$ cat src/rtl/dual_src_write_sequencer_pkg.sv
// -----------------------------------------------------------------------------
// dual_src_write_sequencer_pkg
//   Shared definitions for the dual-source write sequencer:
//     - WIDTH_DEF      default data word width (matches the register stage)
//     - src_e          source encoding (SRC1 / SRC2)
//     - LAST_SRC_RST   reset value of the round-robin pointer
//     - issue_e        per-cycle issue decision
//     - pick_issue()   priority/round-robin arbitration rule
// -----------------------------------------------------------------------------
package dual_src_write_sequencer_pkg;

  localparam int WIDTH_DEF = 16;

  typedef enum logic {
    SRC1 = 1'b0,
    SRC2 = 1'b1
  } src_e;

  // Source 2 counts as "last served" out of reset so source 1 wins the first tie.
  localparam src_e LAST_SRC_RST = SRC2;

  typedef enum logic [1:0] {
    ISSUE_NONE,
    ISSUE_READ,
    ISSUE_S1,
    ISSUE_S2
  } issue_e;

  // Reads beat writes; on a write tie the source not served last goes next.
  function automatic issue_e pick_issue(input logic pend,
                                        input logic ne1,
                                        input logic ne2,
                                        input src_e last);
    if (pend)        return ISSUE_READ;
    if (ne1 && ne2)  return (last == SRC1) ? ISSUE_S2 : ISSUE_S1;
    if (ne1)         return ISSUE_S1;
    if (ne2)         return ISSUE_S2;
    return ISSUE_NONE;
  endfunction

endpackage

$ cat src/rtl/sync_fifo.sv
// -----------------------------------------------------------------------------
// sync_fifo
//   Small synchronous FIFO with a combinational head (first-word fall-through).
//   Ports:
//     clk    rising-edge clock
//     reset  synchronous, active-high; empties the FIFO
//     push   write din at the edge (ignored when full)
//     din    write data
//     pop    drop the head at the edge (ignored when empty)
//     dout   current head word, combinational
//     full   count == DEPTH
//     empty  count == 0
//   Simultaneous push and pop are both honoured and leave the count unchanged.
// -----------------------------------------------------------------------------
module sync_fifo #(
  parameter int WIDTH = 16,
  parameter int DEPTH = 2
) (
  input  logic             clk,
  input  logic             reset,
  input  logic             push,
  input  logic [WIDTH-1:0] din,
  input  logic             pop,
  output logic [WIDTH-1:0] dout,
  output logic             full,
  output logic             empty
);

  // Pointers wrap naturally because DEPTH is a power of two.
  localparam int AW = (DEPTH > 1) ? $clog2(DEPTH) : 1;
  localparam int CW = AW + 1;

  logic [WIDTH-1:0] mem_q [DEPTH];
  logic [WIDTH-1:0] mem_d [DEPTH];
  logic [AW-1:0]    wr_ptr_q, wr_ptr_d;
  logic [AW-1:0]    rd_ptr_q, rd_ptr_d;
  logic [CW-1:0]    count_q, count_d;
  logic             do_push, do_pop;

  assign full    = (count_q == CW'(DEPTH));
  assign empty   = (count_q == '0);
  assign dout    = mem_q[rd_ptr_q];
  assign do_push = push && !full;
  assign do_pop  = pop && !empty;

  // NOTE: every signal written here gets a default first, so no latch is inferred.
  always_comb begin
    mem_d    = mem_q;
    wr_ptr_d = wr_ptr_q;
    rd_ptr_d = rd_ptr_q;
    count_d  = count_q;
    if (do_push) begin
      mem_d[wr_ptr_q] = din;
      wr_ptr_d        = wr_ptr_q + 1'b1;
    end
    if (do_pop) begin
      rd_ptr_d = rd_ptr_q + 1'b1;
    end
    case ({do_push, do_pop})
      2'b10:   count_d = count_q + 1'b1;
      2'b01:   count_d = count_q - 1'b1;
      default: count_d = count_q;
    endcase
  end

  // NOTE: sequential state uses non-blocking assignments so every flop samples
  // its pre-edge inputs regardless of process ordering.
  always_ff @(posedge clk) begin
    if (reset) begin
      wr_ptr_q <= '0;
      rd_ptr_q <= '0;
      count_q  <= '0;
    end else begin
      wr_ptr_q <= wr_ptr_d;
      rd_ptr_q <= rd_ptr_d;
      count_q  <= count_d;
    end
  end

  // NOTE: storage is deliberately not reset; an entry is never read before it
  // has been written, since count gates dout usage.
  always_ff @(posedge clk) begin
    mem_q <= mem_d;
  end

endmodule

$ cat src/rtl/dual_src_write_sequencer.sv
// -----------------------------------------------------------------------------
// dual_src_write_sequencer
//   Feeds a two-write-port holding register stage from two independent
//   producers. Each producer has its own small FIFO; buffered words are issued
//   one at a time as one-hot write strobes, alternating sources round-robin,
//   with read strobes interleaved on request (reads have priority).
//   Ports:
//     clk, reset              clock; synchronous active-high reset
//     s1_data/valid/ready     source 1 handshake (ready low during reset)
//     s2_data/valid/ready     source 2 handshake (ready low during reset)
//     rd_req                  single-cycle request for one read strobe
//     ip1, ip2                write data, held between writes
//     w1, w2, r               registered one-cycle strobes, mutually exclusive
//     busy                    a FIFO holds data or a read is pending
// -----------------------------------------------------------------------------
module dual_src_write_sequencer
  import dual_src_write_sequencer_pkg::*;
#(
  parameter int WIDTH = WIDTH_DEF,
  parameter int DEPTH = 2
) (
  input  logic             clk,
  input  logic             reset,
  input  logic [WIDTH-1:0] s1_data,
  input  logic             s1_valid,
  output logic             s1_ready,
  input  logic [WIDTH-1:0] s2_data,
  input  logic             s2_valid,
  output logic             s2_ready,
  input  logic             rd_req,
  output logic [WIDTH-1:0] ip1,
  output logic [WIDTH-1:0] ip2,
  output logic             w1,
  output logic             w2,
  output logic             r,
  output logic             busy
);

  logic             f1_full, f1_empty, f2_full, f2_empty;
  logic [WIDTH-1:0] f1_dout, f2_dout;
  logic             pop1, pop2;

  logic             pend_q, pend_d;
  src_e             last_src_q, last_src_d;
  logic             w1_q, w1_d, w2_q, w2_d, r_q, r_d;
  logic [WIDTH-1:0] ip1_q, ip1_d, ip2_q, ip2_d;
  issue_e           issue;

  // Ready depends on occupancy only: a full FIFO does not accept even when
  // its head is leaving this cycle.
  assign s1_ready = !reset && !f1_full;
  assign s2_ready = !reset && !f2_full;

  sync_fifo #(.WIDTH(WIDTH), .DEPTH(DEPTH)) u_fifo1 (
    .clk   (clk),
    .reset (reset),
    .push  (s1_valid && s1_ready),
    .din   (s1_data),
    .pop   (pop1),
    .dout  (f1_dout),
    .full  (f1_full),
    .empty (f1_empty)
  );

  sync_fifo #(.WIDTH(WIDTH), .DEPTH(DEPTH)) u_fifo2 (
    .clk   (clk),
    .reset (reset),
    .push  (s2_valid && s2_ready),
    .din   (s2_data),
    .pop   (pop2),
    .dout  (f2_dout),
    .full  (f2_full),
    .empty (f2_empty)
  );

  assign issue = pick_issue(pend_q, !f1_empty, !f2_empty, last_src_q);

  always_comb begin
    last_src_d = last_src_q;
    w1_d       = 1'b0;
    w2_d       = 1'b0;
    r_d        = 1'b0;
    ip1_d      = ip1_q;
    ip2_d      = ip2_q;
    pop1       = 1'b0;
    pop2       = 1'b0;
    // A request arriving while a read is already pending merges into it.
    pend_d     = pend_q ? 1'b0 : rd_req;
    case (issue)
      ISSUE_READ: r_d = 1'b1;
      ISSUE_S1: begin
        pop1       = 1'b1;
        w1_d       = 1'b1;
        ip1_d      = f1_dout;
        last_src_d = SRC1;
      end
      ISSUE_S2: begin
        pop2       = 1'b1;
        w2_d       = 1'b1;
        ip2_d      = f2_dout;
        last_src_d = SRC2;
      end
      default: ;
    endcase
  end

  always_ff @(posedge clk) begin
    if (reset) begin
      pend_q     <= 1'b0;
      last_src_q <= LAST_SRC_RST;
      w1_q       <= 1'b0;
      w2_q       <= 1'b0;
      r_q        <= 1'b0;
      ip1_q      <= '0;
      ip2_q      <= '0;
    end else begin
      pend_q     <= pend_d;
      last_src_q <= last_src_d;
      w1_q       <= w1_d;
      w2_q       <= w2_d;
      r_q        <= r_d;
      ip1_q      <= ip1_d;
      ip2_q      <= ip2_d;
    end
  end

  assign w1   = w1_q;
  assign w2   = w2_q;
  assign r    = r_q;
  assign ip1  = ip1_q;
  assign ip2  = ip2_q;
  assign busy = !f1_empty || !f2_empty || pend_q;

endmodule

$ cat config.mk
export PLATFORM = sky130hd
export DESIGN_NAME = dual_src_write_sequencer
export DESIGN_NICKNAME = d
export VERILOG_FILES = /design/src/rtl/dual_src_write_sequencer_pkg.sv /design/src/rtl/sync_fifo.sv /design/src/rtl/dual_src_write_sequencer.sv
export SDC_FILE = /design/constraint.sdc
export NUM_CORES = 1
export LEC_CHECK = 0
export ABC_AREA = 1
export CORE_MARGIN = 2
export CORE_UTILIZATION = 39
export DETAILED_ROUTE_END_ITERATION = 6
export PLACE_DENSITY_LB_ADDON = 0.2
export SETUP_SLACK_MARGIN = 0.1
export SKIP_CTS_REPAIR_TIMING = 1
export SYNTH_ARGS = -nofsm -noshare
export SYNTH_HDL_FRONTEND = slang
export SYNTH_SLANG_ARGS = --single-unit
$ cat constraint.sdc
create_clock -name clk -period 2.4 [get_ports clk]
set_clock_uncertainty 0.05 [all_clocks]
set_input_delay 0.48 -clock clk [delete_from_list [all_inputs] [get_ports clk]]
set_output_delay 0.48 -clock clk [all_outputs]
set_load 0.02 [all_outputs]
==> flow_summary.toml <==
[clock_network]
cts_tree = "built"
cts_inserted_buffers = 9
htreeDepth = 3
cts_buffer_depth = 2
cts_sinks = 109
clkTransAtPathRegs_ns = 0.09
root_buffer = "clkbuf_8"
clk_latency_ns = 0.36

[floorplan]
die_w_um = 108
dieArea_um2 = 11700
start_util_pct = 40.5
core_area_um2 = 10400
die_y_um = 108
ios = 75
rows = 37

[place]
hpwl_um = 5310
placed_area_um2 = 5180
io_buffer_count = 74
dp_slack_ns = 0.000963
place_congestion = 0.738

[run]
drv_cap = 0

[power_and_ir_drop]
p_clk_share_pct = 16.4
p_total_uw = 5880
p_sw_uw = 2240
powerDensity_nw_per_um2 = 1100
pwr-share-comb_pct = 41.2
p_leak_uw = 0.00223
peakVddDrop_mv = 0.464
p_sw_share_pct = 38.1
power_frac_seq_pct = 42.4
internal-power_uw = 3640

[sta]
setup_tns_ns = 0
setup_viol = 0
relSlewSlack_pct = 63.6
rsz0062_at_grt = "no"
period_share_pct = 90.4
hold_viol_final = 0
fin_ws_ns = 0.230
hold_ws_ns = 0.403
tightest_slew_ns = 0.545
drv_slew = 0
fmax_mhz = 461
period_needed_ns = 2.17

[critical_path]
crit_required_ns = 1.87
path_class = "flop to output port"
cp_data_arrival_time_ns = 1.64
cp_max_fo = 5
startpoint_type = "flop"
crit_path_end_kind = "output port"

[cells_and_area]
area_growth_syn_to_layout_pct = 26.8
final_nets = 525
fin_area_um2 = 5350
drive_gt1_share_pct = 15.3
num_antenna_cells = 0

[synthesis]
synthAdderAreaFrac_pct = 0.593
synth.distinct_cells = 31
synthArstFlopShare_pct = 0
synthSimpleGateAreaFrac_pct = 23.2
synth_top_family_by_area = "simple AND/OR/NAND/NOR gates"
synth_compound_area_share_pct = 4.15
synth_edf_count = 64
synthesis.nets = 440
synthXorXnorAreaFrac_pct = 0
synthMuxAreaShare_pct = 0
syn_inst = 401
synth_ff_type = "edfxtp_1"
synth_area_per_cell_um2 = 10.5
yosys_warnings = 0
yosysSeqAreaShare_pct = 66.9
synth_seq_cells = 109
syn_area_um2 = 4220

[global_routing]
grt_pass1_wl_um = 12400
grt_use_total_pct = 14.2
antenna_found_initial = 0
overflow = 0
grt_max_degree = 24
first_global_vias = 2654

[route]
drt_iter0_markers = 90
drc = 0
post_drt_wl_per_cell_um = 12.6
vias = 2794
routed_via_density = 4.46
wl_um = 7930
dr.pass1.iters = 4
ant_nets = 0

[min_path]
hp-class = "flop to flop"

[run_status]
outcome = "completed"
-- Yosys cell counts, types with 5 or more instances --
cell type  instances  share of area (%)
nor2_2            18                2.7
nor2_4             5                1.3
a21oi_1           24                2.8
edfxtp_1          64                 46
buf_2              5               0.59
nand3_1           21                2.5
nand2_1          130                 12
nor2_1            24                2.1
nand2_2           12                1.8
inv_1             26                2.3
dfxtp_1           45                 21
-- worst paths after layout --
| kind | from | slack (ns) | cells past startpoint | endpoint |
|---|---|---|---|---|
| max | u_fifo2.count_q[1] | 0.23 | 3 | busy |
| min | ip2[2] | 0.40 | 2 | ip2[2] |
| max reg2reg | u_fifo1.count_q[1] | 0.39 | 10 | u_fifo1.count_q[1] |
| min reg2reg | ip2[2] | 0.40 | 2 | ip2[2] |
-- kinds of logic (layout without fill, tap and decap cells) --
logic type               count (synthesis)  count (layout)
buffers and inverters                   44             134
flip-flops                             109             109
adder cells (fa/ha/maj)                  2               2
AO/OA/AOI/OAI                           31              31
AND/OR/NAND/NOR                        215             215
-- worst max-delay path, stage by stage, from the launching register on --
cell             delay (ns)
dfxtp_1                0.37
nor2_4                 0.24
nand3_1                0.10
clkdlybuf4s50_1        0.57
-- registers in the layout (all words and copies together) (netlist names), 2 cells and up --
name	count
ip1	16
ip2	16
u_fifo1.count_q	2
u_fifo1.mem_q	32
u_fifo2.count_q	2
u_fifo2.mem_q	32
-- cell usage in the layout, fill, tap and decap left out --
cell and n:
clkinv_2 2, clkinvlp_4 4, nor3_1 1, nor2_1 22, o21ai_1 1, nor2_2 20, edfxtp_1 64, inv_2 2
nand3_1 21, o21bai_1 2, dfxtp_1 44, nor3b_1 1, nand2_1 130, a21oi_1 24, buf_4 11, nand2_2 12
clkbuf_8 9, nor2_8 1, dfxtp_2 1, o21ai_2 1, clkbuf_1 1, inv_4 1, clkdlybuf4s50_1 72, buf_12 3
inv_1 26, o21ai_0 2, ha_1 2, a21oi_4 1, clkinv_1 1, nand2_4 1, nand3_2 1, nor2_4 5
dlymetal6s2s_1 2
-- power by group through the flow --
stage	Sequential (uW)	Combinational [uW]	Clock (uW)
floorplan	2750	1480	0
global placement	2530	2420	0
detailed placement	2540	2450	0
CTS	2490	2460	1010
global route	2530	2680	1090
finish	2490	2420	966
-- routing by layer --
| layer | global-route usage (%) | routed length, um | up-vias | part of all wire (%) |
|---|---|---|---|---|
| li1 | - | - | 1464 | - |
| met1 | 17.9 | 3660 | 1268 | 46 |
| met2 | 23.4 | 3830 | 52 | 48 |
| met3 | 3.32 | 296 | 10 | 3.7 |
| met4 | 6.32 | 139 | 0 | 1.8 |
| met5 | 0 | 0 | - | 0 |
-- cell type report --
type | count | area, um^2
well taps | 136 | 170
multi-input cells | 248 | 1190
flip-flops and latches | 109 | 2820
clock inverters | 6 | 40.0
clock buffers | 10 | 128
repair buffers | 88 | 888
fillers | 971 | 5060
inverters | 30 | 115
-- per-stage QoR --
stage / cells / util, %
global route: 627 / 51.4
floorplan: 401 / -
finish: 627 / 51.4
detailed placement: 611 / 49.7
global placement: 611 / 49.7
CTS: 627 / 51.3
Power figures use the tool's default switching activity.
